## src/rtl/spi_master_if.sv

```systemverilog
// SPIbus: shared SPI bus between one master and NSLAVES slaves.
//   sck  - serial clock, driven by the master (idle low)
//   mosi - master-out data, driven by the master
//   miso - slave-out data, driven by the selected slave
//   ss   - per-slave select lines, active high, driven by the master
interface SPIbus #(
  parameter int NSLAVES = 4
);
  logic               sck;
  logic               mosi;
  logic               miso;
  logic [NSLAVES-1:0] ss;

  modport Master (output sck, output mosi, output ss, input miso);
  modport Slave  (input sck, input mosi, input ss, output miso);
endinterface

```

## src/rtl/spi_master.sv

```systemverilog
// spi_master: single-byte, full-duplex SPI master (CPOL=0, CPHA=0).
// A Start_i accepted in IDLE latches TxData_i and SlvSel_i, asserts the
// selected ss line, clocks out 8 bits MSB-first on MOSI and captures 8 bits
// from MISO, then deasserts ss and presents the received byte with a
// one-cycle Done_o pulse. Setup/hold/gap windows keep a synchronizing slave
// happy (2-flop input sync plus a transmit-load step after select).
//
// Ports:
//   Clk_i    - system clock, rising edge
//   Rst_i    - synchronous active-high reset
//   Spim     - SPIbus master modport (sck, mosi, ss out; miso in)
//   Start_i  - transfer request, honoured only while Busy_o=0
//   SlvSel_i - target slave index, latched on accept
//   TxData_i - byte to send, latched on accept
//   Busy_o   - high from the cycle after accept until back in IDLE
//   Done_o   - one-cycle pulse when RxData_o updates
//   RxData_o - last received byte
module spi_master #(
  parameter  int NSLAVES     = 4,
  parameter  int HALF_PERIOD = 4,
  parameter  int SS_SETUP    = 8,
  parameter  int SS_HOLD     = 4,
  parameter  int SS_GAP      = 4,
  localparam int SW          = (NSLAVES > 1) ? $clog2(NSLAVES) : 1
) (
  input  logic          Clk_i,
  input  logic          Rst_i,
  SPIbus.Master         Spim,
  input  logic          Start_i,
  input  logic [SW-1:0] SlvSel_i,
  input  logic [7:0]    TxData_i,
  output logic          Busy_o,
  output logic          Done_o,
  output logic [7:0]    RxData_o
);

  // Phase counter must hold the longest phase length minus one.
  localparam int M1   = (SS_SETUP > HALF_PERIOD) ? SS_SETUP : HALF_PERIOD;
  localparam int M2   = (SS_HOLD > SS_GAP) ? SS_HOLD : SS_GAP;
  localparam int MAXD = (M1 > M2) ? M1 : M2;
  localparam int CW   = (MAXD > 2) ? $clog2(MAXD) : 1;

  typedef enum logic [2:0] {
    IDLE  = 3'd0,
    SETUP = 3'd1,
    HIGH  = 3'd2,
    LOW   = 3'd3,
    HOLD  = 3'd4,
    GAP   = 3'd5
  } state_t;

  state_t          r_state;
  state_t          w_next;
  logic [CW-1:0]   r_cnt;
  logic [2:0]      r_bit;
  logic [7:0]      r_tx;
  logic [7:0]      r_rx;
  logic [7:0]      r_rxdata;
  logic [SW-1:0]   r_sel;
  logic            r_done;
  logic            r_miso_s1;
  logic            r_miso_s2;

  logic                w_end;
  logic                w_miso;
  logic                w_sel_ok;
  logic [NSLAVES-1:0]  w_ss_dec;
  logic                w_sck;
  logic                w_mosi;
  logic [NSLAVES-1:0]  w_ss;
  logic                w_busy;

  // Counter reload value for a phase: its length minus one. Every phase is
  // a distinct state, so a state change is exactly a phase entry.
  function automatic logic [CW-1:0] f_len(input state_t s);
    case (s)
      SETUP:     return CW'(SS_SETUP - 1);
      HIGH, LOW: return CW'(HALF_PERIOD - 1);
      HOLD:      return CW'(SS_HOLD - 1);
      GAP:       return CW'(SS_GAP - 1);
      default:   return '0;
    endcase
  endfunction

  assign w_end = (r_cnt == '0);

  // One-hot select decode; an out-of-range index decodes to no line at all.
  always_comb begin
    w_ss_dec = '0;
    for (int i = 0; i < NSLAVES; i++)
      if (r_sel == SW'(i)) w_ss_dec[i] = 1'b1;
  end

  // With no valid slave selected, MISO is floating; force every sample to 0.
  assign w_sel_ok = |w_ss_dec;
  assign w_miso   = w_sel_ok & r_miso_s2;

  // ---- state register + datapath -------------------------------------
  always_ff @(posedge Clk_i) begin
    if (Rst_i) begin
      r_state   <= IDLE;
      r_cnt     <= '0;
      r_bit     <= '0;
      r_tx      <= '0;
      r_rx      <= '0;
      r_rxdata  <= '0;
      r_sel     <= '0;
      r_done    <= 1'b0;
      r_miso_s1 <= 1'b0;
      r_miso_s2 <= 1'b0;
    end else begin
      r_state   <= w_next;
      r_miso_s1 <= Spim.miso;
      r_miso_s2 <= r_miso_s1;
      r_done    <= 1'b0;

      if (w_next != r_state)  r_cnt <= f_len(w_next);
      else if (r_cnt != '0)   r_cnt <= r_cnt - 1'b1;

      case (r_state)
        IDLE: if (Start_i) begin
          r_tx  <= TxData_i;
          r_sel <= SlvSel_i;
          r_bit <= '0;
          r_rx  <= '0;
        end
        // Last cycle before each SCK rise: capture the bit the slave holds.
        SETUP, LOW: if (w_end) r_rx <= {r_rx[6:0], w_miso};
        // Advance MOSI only as SCK falls, so it is stable across the rise.
        HIGH: if (w_end && r_bit != 3'd7) begin
          r_bit <= r_bit + 3'd1;
          r_tx  <= {r_tx[6:0], 1'b0};
        end
        // Result and Done land together on the first GAP cycle.
        HOLD: if (w_end) begin
          r_rxdata <= r_rx;
          r_done   <= 1'b1;
        end
        default: ;
      endcase
    end
  end

  // ---- next-state logic -----------------------------------------------
  always_comb begin
    w_next = r_state;
    case (r_state)
      IDLE:  if (Start_i) w_next = SETUP;
      SETUP: if (w_end)   w_next = HIGH;
      HIGH:  if (w_end)   w_next = (r_bit == 3'd7) ? HOLD : LOW;
      LOW:   if (w_end)   w_next = HIGH;
      HOLD:  if (w_end)   w_next = GAP;
      GAP:   if (w_end)   w_next = IDLE;
      default:            w_next = IDLE;
    endcase
  end

  // ---- outputs ----------------------------------------------------------
  always_comb begin
    w_sck  = 1'b0;
    w_mosi = 1'b0;
    w_ss   = '0;
    w_busy = (r_state != IDLE);
    case (r_state)
      SETUP, HIGH, LOW, HOLD: begin
        w_ss   = w_ss_dec;
        w_mosi = r_tx[7];
        w_sck  = (r_state == HIGH);
      end
      default: ;
    endcase
  end

  assign Spim.sck  = w_sck;
  assign Spim.mosi = w_mosi;
  assign Spim.ss   = w_ss;
  assign Busy_o    = w_busy;
  assign Done_o    = r_done;
  assign RxData_o  = r_rxdata;

endmodule

```

## src/flat_wrapper.sv

```systemverilog
// flat-port wrapper written by rule: the top's interface ports become plain ports
module spi_master_flat 
#(
  parameter  int NSLAVES     = 4,
  parameter  int HALF_PERIOD = 4,
  parameter  int SS_SETUP    = 8,
  parameter  int SS_HOLD     = 4,
  parameter  int SS_GAP      = 4,
  localparam int SW          = (NSLAVES > 1) ? $clog2(NSLAVES) : 1
)
  (Clk_i, Rst_i, Start_i, SlvSel_i, TxData_i, Busy_o, Done_o, RxData_o, Spim_sck, Spim_mosi, Spim_ss, Spim_miso);
  SPIbus #(.NSLAVES(NSLAVES)) Spim_i ();
  input  logic Clk_i;
  input  logic Rst_i;
  input  logic Start_i;
  input  logic [SW-1:0] SlvSel_i;
  input  logic [7:0] TxData_i;
  output logic Busy_o;
  output logic Done_o;
  output logic [7:0] RxData_o;
  output wire logic [$bits(Spim_i.sck)-1:0] Spim_sck;
  output wire logic [$bits(Spim_i.mosi)-1:0] Spim_mosi;
  output wire logic [$bits(Spim_i.ss)-1:0] Spim_ss;
  input wire logic [$bits(Spim_i.miso)-1:0] Spim_miso;
  assign Spim_sck = Spim_i.sck;
  assign Spim_mosi = Spim_i.mosi;
  assign Spim_ss = Spim_i.ss;
  assign Spim_i.miso = Spim_miso;
  spi_master #(.NSLAVES(NSLAVES), .HALF_PERIOD(HALF_PERIOD), .SS_SETUP(SS_SETUP), .SS_HOLD(SS_HOLD), .SS_GAP(SS_GAP)) u_core (.Clk_i(Clk_i), .Rst_i(Rst_i), .Spim(Spim_i), .Start_i(Start_i), .SlvSel_i(SlvSel_i), .TxData_i(TxData_i), .Busy_o(Busy_o), .Done_o(Done_o), .RxData_o(RxData_o));
endmodule
```

## config.mk

```make
export PLATFORM = sky130hd
export DESIGN_NAME = spi_master_flat
export DESIGN_NICKNAME = d
export VERILOG_FILES = /design/src/rtl/spi_master_if.sv /design/src/rtl/spi_master.sv /design/src/flat_wrapper.sv
export SDC_FILE = /design/constraint.sdc
export NUM_CORES = 1
export LEC_CHECK = 0
export ABC_AREA = 1
export BUFFER_PORTS_ARGS = -buffer_cell sky130_fd_sc_hd__buf_2
export CAP_MARGIN = 20
export CORE_MARGIN = 4
export CORE_UTILIZATION = 59
export DETAILED_ROUTE_END_ITERATION = 10
export GPL_ROUTABILITY_DRIVEN = 1
export PLACE_DENSITY = 0.85
export RECOVER_POWER = 25
export SETUP_SLACK_MARGIN = 0.15
export SLEW_MARGIN = 20
export SYNTH_ARGS = -nofsm -noshare
export SYNTH_HDL_FRONTEND = slang
export SYNTH_SLANG_ARGS = --single-unit
```

## constraint.sdc

```tcl
create_clock -name Clk_i -period 2.8 [get_ports Clk_i]
set_clock_uncertainty 0.2 [all_clocks]
set_input_delay 0.28 -clock Clk_i [delete_from_list [all_inputs] [get_ports Clk_i]]
set_output_delay 0.28 -clock Clk_i [all_outputs]
set_load 0.01 [all_outputs]
```

==> out/qor.yml, run 1 <==
ctsLongestPathBuffers: 2
via_count: 1591
worst_pin_slew_ns: 0.5649
fmax_ghz: 0.4600
ios: 30
min_path_type: "input port to flip-flop"
coreArea_um2: 2781
pwr-share-seq: 0.428
crit_start: "u_core.r_cnt[0]$_SDFFE_PP0P_"
dpl.cell_count: 288
fp.dieW_um: 62.31
finalSetupTns_ns: 0
critPathArrivalTime_ns: 2.22
syn_inst: 235
status: "complete, no violations"
synth_cell_types: 27
relSlewSlack: 0.6230
p_switching_uw: 613.1
p_leak_nw: 0.9258
wl_um: 3582
r2r-start: "u_core.r_cnt[0]$_SDFFE_PP0P_"
overflow: 0
place_congestion: 0.8546
synth_flop_cell: "dfxtp_1"
final_cells: 303
power-per-cell-area_nw_per_um2: 769.1
synth_nets: 253
cts_sinks: 38
yosysMostFrequentCell: "nand2_1"
finalCritPeriodShare: 0.7763
grt_pass1_wl_um: 6417
viasPerCell: 5.251
p_int_uw: 926.6
netlist_area_um2: 1740
fin_nets: 289
antenna_found_initial: 0
critPathCaptureType: "flip-flop"
drtIter0Drc: 101
grtUsageTotal: 0.1990
grt_pass1_vias: 1530
post_cts_buffers: 0
clkPwrFrac: 0.194
synth_edf_count: 0
seq_area_frac_synth: 0.4371
portBuffers: 29
synth_top_area_frac: 0.4371
route.detailed.drc: 0
synth_seq_cells: 38
worstSetupPathType: "flip-flop to flip-flop"
antenna_left: 0
total_power_mw: 1.540
wl_per_cell_um: 11.82
diodes: 0
worstSetupStartpointType: "flip-flop"
worst_skew_pair.late_latency_ns: 0.34
cts_root_buffer: "clkbuf_4"
h-tree-depth: 2
worstPathRequired_ns: 2.85
finalCoreUtilization: 0.7197
power_frac_comb: 0.378
cts_tree: "done"
fp.dieH_um: 62.31
numCtsBuffers: 5
synth_area_per_cell_um2: 7.406
max-cap-violations: 0
cp_max_fo: 11
finalSetupViolCount: 0
hold_start: "TxData_i[2]"
row_count: 19
yosys-top-cells-area: "dfxtp_1 (44%), nand2_1 (10%), nor2_1 (8.0%)"
switching_share: 0.3982
dpl_worst_slack_ns: 0.6762
ys_warn_count: 0
drive_gt1_frac: 0.1654
start_util: 0.6257
vdd_drop_max_uv: 564.6
synthTopCellsByCount: "nand2_1 (48), dfxtp_1 (38), nor2_1 (37)"
fin_ws_ns: 0.6262
cts.clk_slew.worst_paths_ns: 0.11
grt_max_degree: 24
synth.largest_area_cell: "dfxtp_1"
slew_violations: 0
die-area_um2: 3883
drtPass1Iterations: 4
syn2layout_area_growth_pct: 15.03
finalHoldViolations: 0
hpwl_um: 2441
ys_async_sr_fraction: 0
min_period_ns: 2.174
rsz0062_at_grt: "false"
==> critical path, cell delays in order, from the launching register on <==
cell and delay, ns:
dfxtp_1 0.33, inv_1 0.09, ha_1 0.22, nand2_1 0.17, nor2_2 0.39, nor2_2 0.09
nand2_4 0.09, nand2_4 0.06, nand2_1 0.06, nand3_1 0.10, nand2_1 0.11, nand2_1 0.07
nand2_1 0.08, inv_1 0.04
==> placed cells by master (no fill, tap or decap), types with 2 or more instances in the layout <==
master | netlist | routed
nor2_4 | 2 | 2
o21ai_1 | 2 | 2
dfxtp_1 | 38 | 38
nand2_4 | 3 | 3
buf_2 | 3 | 20
inv_2 | 4 | 4
nand2_2 | 2 | 2
nor2_1 | 37 | 38
nor3_1 | 5 | 5
ha_1 | 4 | 4
a21oi_1 | 15 | 15
o211ai_1 | 2 | 2
nand3_1 | 7 | 8
nand3_2 | 2 | 2
clkbuf_4 | 0 | 5
o21ai_0 | 21 | 21
nor2_2 | 3 | 2
inv_1 | 17 | 17
nand4_1 | 2 | 2
a31oi_1 | 8 | 8
dlygate4sd3_1 | 0 | 7
nand2_1 | 48 | 48
clkbuf_1 | 4 | 9
==> cell type report <==
class,instances,area (um2)
Multi-Input combinational cell,167,845.8
Clock inverter,2,12.51
Fill cell,234,779.5
Clock buffer,6,51.30
Sequential cell,38,760.7
Tap cell,31,38.79
Inverter,23,88.84
Timing Repair Buffer,36,203.9
==> flip-flops by register name, indices dropped and copies added, names as in the netlist <==
| name | flops |
|---|---|
| u_core.RxData_o | 8 |
| u_core.r_rx | 8 |
| u_core.r_tx | 8 |
| u_core.r_bit | 3 |
| u_core.r_cnt | 3 |
| u_core.r_state | 3 |
| u_core.r_sel | 2 |
| u_core.Done_o | 1 |
| u_core.r_miso_s1 | 1 |
| u_core.r_miso_s2 | 1 |
==> cell families after synthesis <==
family | synth area share
AND/OR/NAND/NOR | 0.3084
flip-flops | 0.4371
buffers and inverters | 0.06829
adder cells (fa/ha/maj) | 0.02876
AO/OA/AOI/OAI | 0.1524
XOR/XNOR | 0.005033
==> what timing repair did <==
| item | CTS | global route |
|---|---|---|
| hold endpoints to repair | 6 | 1 |
| hold buffers | 6 | 1 |
| resized for setup | 0 | 0 |
| setup endpoints to repair | 0 | 0 |
==> worst paths after layout <==
| path | end | slack [ns] | cells after the start |
|---|---|---|---|
| max | u_core.r_cnt[0]$_SDFFE_PP0P_ | 0.63 | 13 |
| min | u_core.r_tx[2]$_SDFFE_PP0P_ | 0.01 | 3 |
| max reg2reg | u_core.r_cnt[0]$_SDFFE_PP0P_ | 0.63 | 13 |
| min reg2reg | u_core.r_miso_s2$_SDFF_PP0_ | 0.21 | 2 |
==> metal layers <==
layer  up-vias  GRT usage  part of all wire
met5         -          0                 0
met4         0    0.09549             0.030
met3        10    0.04865             0.040
met2        33     0.3122              0.44
met1       710     0.2545              0.49
li1        838          -                 -
==> stage by stage <==
step / area (um2) / hold WS (ns)
final: 2002 / 0.01000
after global routing: 2002 / 0.02211
after CTS: 2018 / 0.003755
after detailed placement: 1894 / 0.1971
after global placement: 1894 / 0.1991
after floorplan: 1740 / 0.1870
==> power by group through the flow <==
| stage | Combinational, mW | Clock [mW] | Sequential [mW] |
|---|---|---|---|
| floorplan | 0.457 | 0 | 0.661 |
| global placement | 0.553 | 0 | 0.669 |
| detailed placement | 0.568 | 0 | 0.671 |
| CTS | 0.583 | 0.303 | 0.659 |
| global route | 0.666 | 0.334 | 0.667 |
| finish | 0.582 | 0.299 | 0.659 |
Power figures use the tool's default switching activity.
==> run 2: changes to the inputs <==
--- a/config.mk
+++ b/config.mk
@@ -9,10 +9,10 @@
 export BUFFER_PORTS_ARGS = -buffer_cell sky130_fd_sc_hd__buf_2
 export CAP_MARGIN = 20
 export CORE_MARGIN = 4
-export CORE_UTILIZATION = 59
+export CORE_UTILIZATION = 55
 export DETAILED_ROUTE_END_ITERATION = 10
 export GPL_ROUTABILITY_DRIVEN = 1
-export PLACE_DENSITY = 0.85
+export PLACE_DENSITY = 0.8
 export RECOVER_POWER = 25
 export SETUP_SLACK_MARGIN = 0.15
 export SLEW_MARGIN = 20
==> constraint.sdc (replaced) <==
create_clock -name Clk_i -period 2.1 [get_ports Clk_i]
set_clock_uncertainty 0.2 [all_clocks]
set_input_delay 0.21 -clock Clk_i [delete_from_list [all_inputs] [get_ports Clk_i]]
set_output_delay 0.21 -clock Clk_i [all_outputs]
set_load 0.01 [all_outputs]
==> out/qor.yml, run 2 (synthesis results as in run 1) <==
drive_gt1_frac: 0.2867
hold_ws_ns: 0.03501
numCtsBuffers: 5
cts.clk_slew.worst_paths_ns: 0.10
rr_worst_depth: 11
diodes: 0
row_count: 20
min_path_type: "input port to flip-flop"
p_leak_nw: 1.047
grt_max_degree: 24
worstSetupPathType: "flip-flop to flip-flop"
slew_violations: 0
ios: 30
critPathCaptureType: "flip-flop"
drtIter0Drc: 109
wl_per_cell_um: 12.09
finalSetupTns_ns: 0
worst_skew_pair.late_latency_ns: 0.34
coreArea_um2: 3028
total_power_mw: 2.430
status: "complete, no violations"
place_area_um2: 1933
fmax_ghz: 0.5119
overflow: 0
cts_sinks: 38
worstReg2RegEnd: "u_core.r_cnt[1]$_SDFFE_PP0P_"
fin_nets: 310
finalHoldViolations: 0
rsz0062_at_grt: "true"
fp.dieW_um: 64.25
grt_pass1_wl_um: 6582
cts_root_buffer: "clkbuf_4"
worst_pin_slew_ns: 0.6294
antenna_found_initial: 0
reg2reg_setup_slack_ns: 0.15
max-cap-violations: 0
ctsLongestPathBuffers: 2
antenna_left: 0
finalCritPeriodShare: 0.9302
grt_pass1_vias: 1515
hpwl_um: 2390
worstSetupStartpointType: "flip-flop"
drtPass1Iterations: 4
critPathArrivalTime_ns: 2.00
power-per-cell-area_nw_per_um2: 1045
place_congestion: 0.9374
grtUsageTotal: 0.2007
fp.dieH_um: 64.25
r2r-start: "u_core.r_cnt[1]$_SDFFE_PP0P_"
cts_tree: "done"
start_util: 0.5748
die-area_um2: 4128
route.detailed.drc: 0
wl_um: 4074
most-common-layout-cells: "nand2_1 (44), nor2_1 (36), dfxtp_1 (34)"
worstPathRequired_ns: 2.14
viasPerCell: 5.086
finalInstanceArea_um2: 2326
cp_max_fo: 4
crit_start: "u_core.r_cnt[1]$_SDFFE_PP0P_"
h-tree-depth: 2
via_count: 1714
min_period_ns: 1.953
syn2layout_area_growth_pct: 33.64
final_common_cell: "nand2_1"
portBuffers: 29
relSlewSlack: 0.5800
finalSetupViolCount: 0
worstSetupEndpoint: "u_core.r_cnt[1]$_SDFFE_PP0P_"
vdd_drop_max_uv: 578.5
## run 2: cell types whose count changed in the layout (fill, tap and decap cells not counted), moves of 3 or more
| cell | change |
|---|---|
| buf_4 | +15 |
| nand3_1 | -4 |
| ha_4 | +3 |
| nand2_1 | -4 |
| inv_1 | -4 |
| ha_1 | -3 |
| dfxtp_2 | +4 |
| dlygate4sd3_1 | +6 |
| nand2_2 | +3 |
| dfxtp_1 | -4 |
## run 2: layer usage
layer | share of wire | up-vias | routed length (um) | GRT usage
li1 | - | 877 | - | -
met1 | 0.45 | 796 | 1836 | 0.2620
met2 | 0.49 | 35 | 1989 | 0.3067
met3 | 0.046 | 6 | 189 | 0.05800
met4 | 0.014 | 0 | 57 | 0.08707
met5 | 0 | - | 0 | 0
## run 2: area by class of cell
class / instances / area [um2]
Tap cell: 44 / 55.05
Sequential cell: 38 / 765.7
Multi-Input combinational cell: 167 / 952.2
Inverter: 23 / 97.59
Timing Repair Buffer: 57 / 376.6
Fill cell: 220 / 701.9
Clock buffer: 8 / 78.83
## run 2: worst min path at each step
| stage | slack [ns] | depth (start not counted) | endpoint | from |
|---|---|---|---|---|
| after floorplan | 0.12 | 2 | u_core.r_miso_s1$_SDFF_PP0_ | Spim_miso |
| after global placement | 0.19 | 2 | u_core.r_miso_s2$_SDFF_PP0_ | u_core.r_miso_s1$_SDFF_PP0_ |
| after detailed placement | 0.20 | 2 | u_core.r_miso_s2$_SDFF_PP0_ | u_core.r_miso_s1$_SDFF_PP0_ |
| after CTS | 0.001 | 2 | u_core.r_miso_s2$_SDFF_PP0_ | Rst_i |
| after global routing | 0.02 | 3 | u_core.r_cnt[2]$_SDFFE_PP0P_ | Start_i |
| final | 0.04 | 3 | u_core.r_cnt[2]$_SDFFE_PP0P_ | Start_i |
## run 2: worst max-delay path: stages, from the launching register on
cell,delay (ns)
dfxtp_1,0.33
inv_1,0.09
ha_4,0.20
inv_1,0.10
nor2_4,0.06
buf_4,0.14
o211ai_1,0.28
nand3_1,0.16
nand2_2,0.11
nand2_1,0.06
nor2_1,0.11
nor2_1,0.05
## run 2: power breakdown
part	internal (mW)	switching [mW]	total, mW
combinational	0.456	0.610	1.07
clock	0.229	0.237	0.465
sequential	0.816	0.0818	0.898
total	1.50	0.929	2.43
## run 2: metrics by stage
step | setup WS, ns | utilization | instances
floorplan | 0.3022 | - | 235
global placement | 0.1431 | 0.6384 | 304
detailed placement | 0.09988 | 0.6384 | 304
CTS | 0.1566 | 0.7207 | 327
global route | 0.05271 | 0.7682 | 337
finish | 0.1466 | 0.7682 | 337
## run 2: what timing repair did
| action | in CTS | in global routing |
|---|---|---|
| endpoints found under the hold margin | 11 | 3 |
| pin swaps | 3 | 14 |
| hold buffers | 11 | 2 |
| setup buffers | 4 | 8 |
| endpoints found under the setup margin | 8 | 25 |
| resized for setup | 9 | 24 |
==> run 3: changes to the inputs <==
--- a/config.mk
+++ b/config.mk
@@ -8,12 +8,13 @@
 export ABC_AREA = 1
 export BUFFER_PORTS_ARGS = -buffer_cell sky130_fd_sc_hd__buf_2
 export CAP_MARGIN = 20
-export CORE_MARGIN = 4
+export CORE_MARGIN = 5
 export CORE_UTILIZATION = 55
 export DETAILED_ROUTE_END_ITERATION = 10
 export GPL_ROUTABILITY_DRIVEN = 1
 export PLACE_DENSITY = 0.8
 export RECOVER_POWER = 25
+export REMOVE_ABC_BUFFERS = 1
 export SETUP_SLACK_MARGIN = 0.15
 export SLEW_MARGIN = 20
 export SYNTH_ARGS = -nofsm -noshare
==> out/qor.yml, run 3 (synthesis results as in run 1) <==
status: "complete, no violations"
finalCritPeriodShare: 0.9071
fp.dieW_um: 66.25
max-cap-violations: 0
min_path_type: "flip-flop to flip-flop"
crit_buf_inv: 2
worstSetupPathType: "flip-flop to primary output"
cts_root_buffer: "clkbuf_4"
cp_max_fo: 7
fp.dieH_um: 66.25
grt_max_degree: 24
cts.clk_slew.worst_paths_ns: 0.12
power-per-cell-area_nw_per_um2: 1052
ctsLongestPathBuffers: 2
power_frac_comb: 0.413
overflow: 0
cts_sinks: 38
antenna_found_initial: 0
numCtsBuffers: 5
worstSetupStartpointType: "flip-flop"
final_common_cell: "nand2_1"
clkPwrFrac: 0.216
crit_chain: "nor2_4, nand2_4, inv_2, nor2_4, nor3_1, buf_2"
r2r-start: "u_core.r_cnt[0]$_SDFFE_PP0P_"
cts_tree: "done"
route.detailed.drc: 0
most-common-layout-cells: "nand2_1 (44), dfxtp_1 (33), nor2_1 (32)"
crit_path_frequent_cell: "nor2_4"
rr_worst_depth: 14
min_period_ns: 1.905
diodes: 0
start_util: 0.5701
p_leak_nw: 1.022
wl_per_cell_um: 12.54
finalSetupViolCount: 0
drtPass1Iterations: 4
min_to: "u_core.r_miso_s2$_SDFF_PP0_"
syn2layout_area_growth_pct: 32.14
worstPathRequired_ns: 1.69
row_count: 20
grt_pass1_vias: 1608
relSlewSlack: 0.5797
dpl.cell_count: 303
antenna_left: 0
viasPerCell: 5.088
worst_pin_slew_ns: 0.6297
grtUsageTotal: 0.2048
coreArea_um2: 3053
critPathArrivalTime_ns: 1.49
place_congestion: 0.9218
rsz0062_at_grt: "true"
via_count: 1674
holdPathStages: 2
switching_share: 0.3839
critPathCaptureType: "primary output"
worst_skew_pair.late_latency_ns: 0.35
drive_gt1_frac: 0.2947
finalInstanceArea_um2: 2300
drtIter0Drc: 103
h-tree-depth: 2
fillers: 247
hold_ws_ns: 0.2098
place_area_um2: 1926
vdd_drop_max_uv: 632.9
worstReg2RegEnd: "u_core.r_cnt[0]$_SDFFE_PP0P_"
reg2reg_setup_slack_ns: 0.20
p_int_mw: 1.491
grt_pass1_wl_um: 6913
p_switching_uw: 928.7
fmax_ghz: 0.5250
hold_start: "u_core.r_miso_s1$_SDFF_PP0_"
portBuffers: 29
hpwl_um: 2484
finalHoldViolations: 0
die-area_um2: 4389
finalSetupTns_ns: 0
wl_um: 4126
slew_violations: 0
cpLargestDelayFamily: "simple AND/OR/NAND/NOR gates"
ios: 30
final_cells: 329
cp_slowest_cell: "dfxtp_2"
pwr-share-seq: 0.371
cpPeakStageDelay_ns: 0.40
fin_nets: 303
## run 3: metal layers
layer | up-vias | part of all wire | global-route usage
met3 | 4 | 0.064 | 0.06463
met1 | 758 | 0.42 | 0.2374
met2 | 47 | 0.50 | 0.3569
met4 | 0 | 0.0061 | 0.06091
met5 | - | 0 | 0
li1 | 865 | - | -
## run 3: worst max path at each step
stage | startpoint | endpoint | depth (start not counted)
after CTS | u_core.r_state[0]$_SDFF_PP0_ | Spim_sck | 5
after global placement | u_core.r_bit[0]$_SDFFE_PP0P_ | u_core.r_cnt[1]$_SDFFE_PP0P_ | 14
final | u_core.r_state[0]$_SDFF_PP0_ | Spim_ss[1] | 6
after detailed placement | u_core.r_cnt[0]$_SDFFE_PP0P_ | u_core.r_cnt[0]$_SDFFE_PP0P_ | 15
after global routing | u_core.r_cnt[0]$_SDFFE_PP0P_ | u_core.r_cnt[1]$_SDFFE_PP0P_ | 10
after floorplan | u_core.r_cnt[0]$_SDFFE_PP0P_ | u_core.r_cnt[1]$_SDFFE_PP0P_ | 13
## run 3: worst min-delay path, delay by kind of cell, from the launching register on
kind,cells,cell delay (ns)
buffers and inverters,1,0.04
AND/OR/NAND/NOR,1,0.03
flip-flops,1,0.31
## run 3: power by group through the flow
stage / Combinational [mW] / Sequential [mW] / Clock (mW)
final: 1.00 / 0.897 / 0.523
after global routing: 1.12 / 0.908 / 0.564
after CTS: 0.829 / 0.883 / 0.527
after detailed placement: 0.755 / 0.895 / 0
after global placement: 0.745 / 0.894 / 0
after floorplan: 0.597 / 0.882 / 0
## run 3: through the flow
step	setup slack [ns]	total power [mW]	utilization
final	0.1951	2.419	0.7533
after global routing	0.06214	2.589	0.7533
after CTS	0.1561	2.239	0.7115
after detailed placement	0.1380	1.650	0.6307
after global placement	0.2004	1.638	0.6307
after floorplan	0.2590	1.479	-
## run 3: layout make-up
class / count / area (um2) / area share
Inverter: 23 / 91.34 / 0.03972
Timing Repair Buffer: 50 / 324.1 / 0.1409
Clock inverter: 1 / 30.03 / 0.01306
Sequential cell: 38 / 769.5 / 0.3346
Clock buffer: 6 / 51.30 / 0.02231
Multi-Input combinational cell: 167 / 978.4 / 0.4255
Tap cell: 44 / 55.05 / 0.02394
## run 3: repair_timing
action,4_1_cts,5_1_grt
gates cloned,0,0
endpoints found under the hold margin,13,0
pin swaps,1,12
setup buffers,3,3
setup endpoints to repair,7,25
gates resized for setup,5,37
hold buffers,13,0
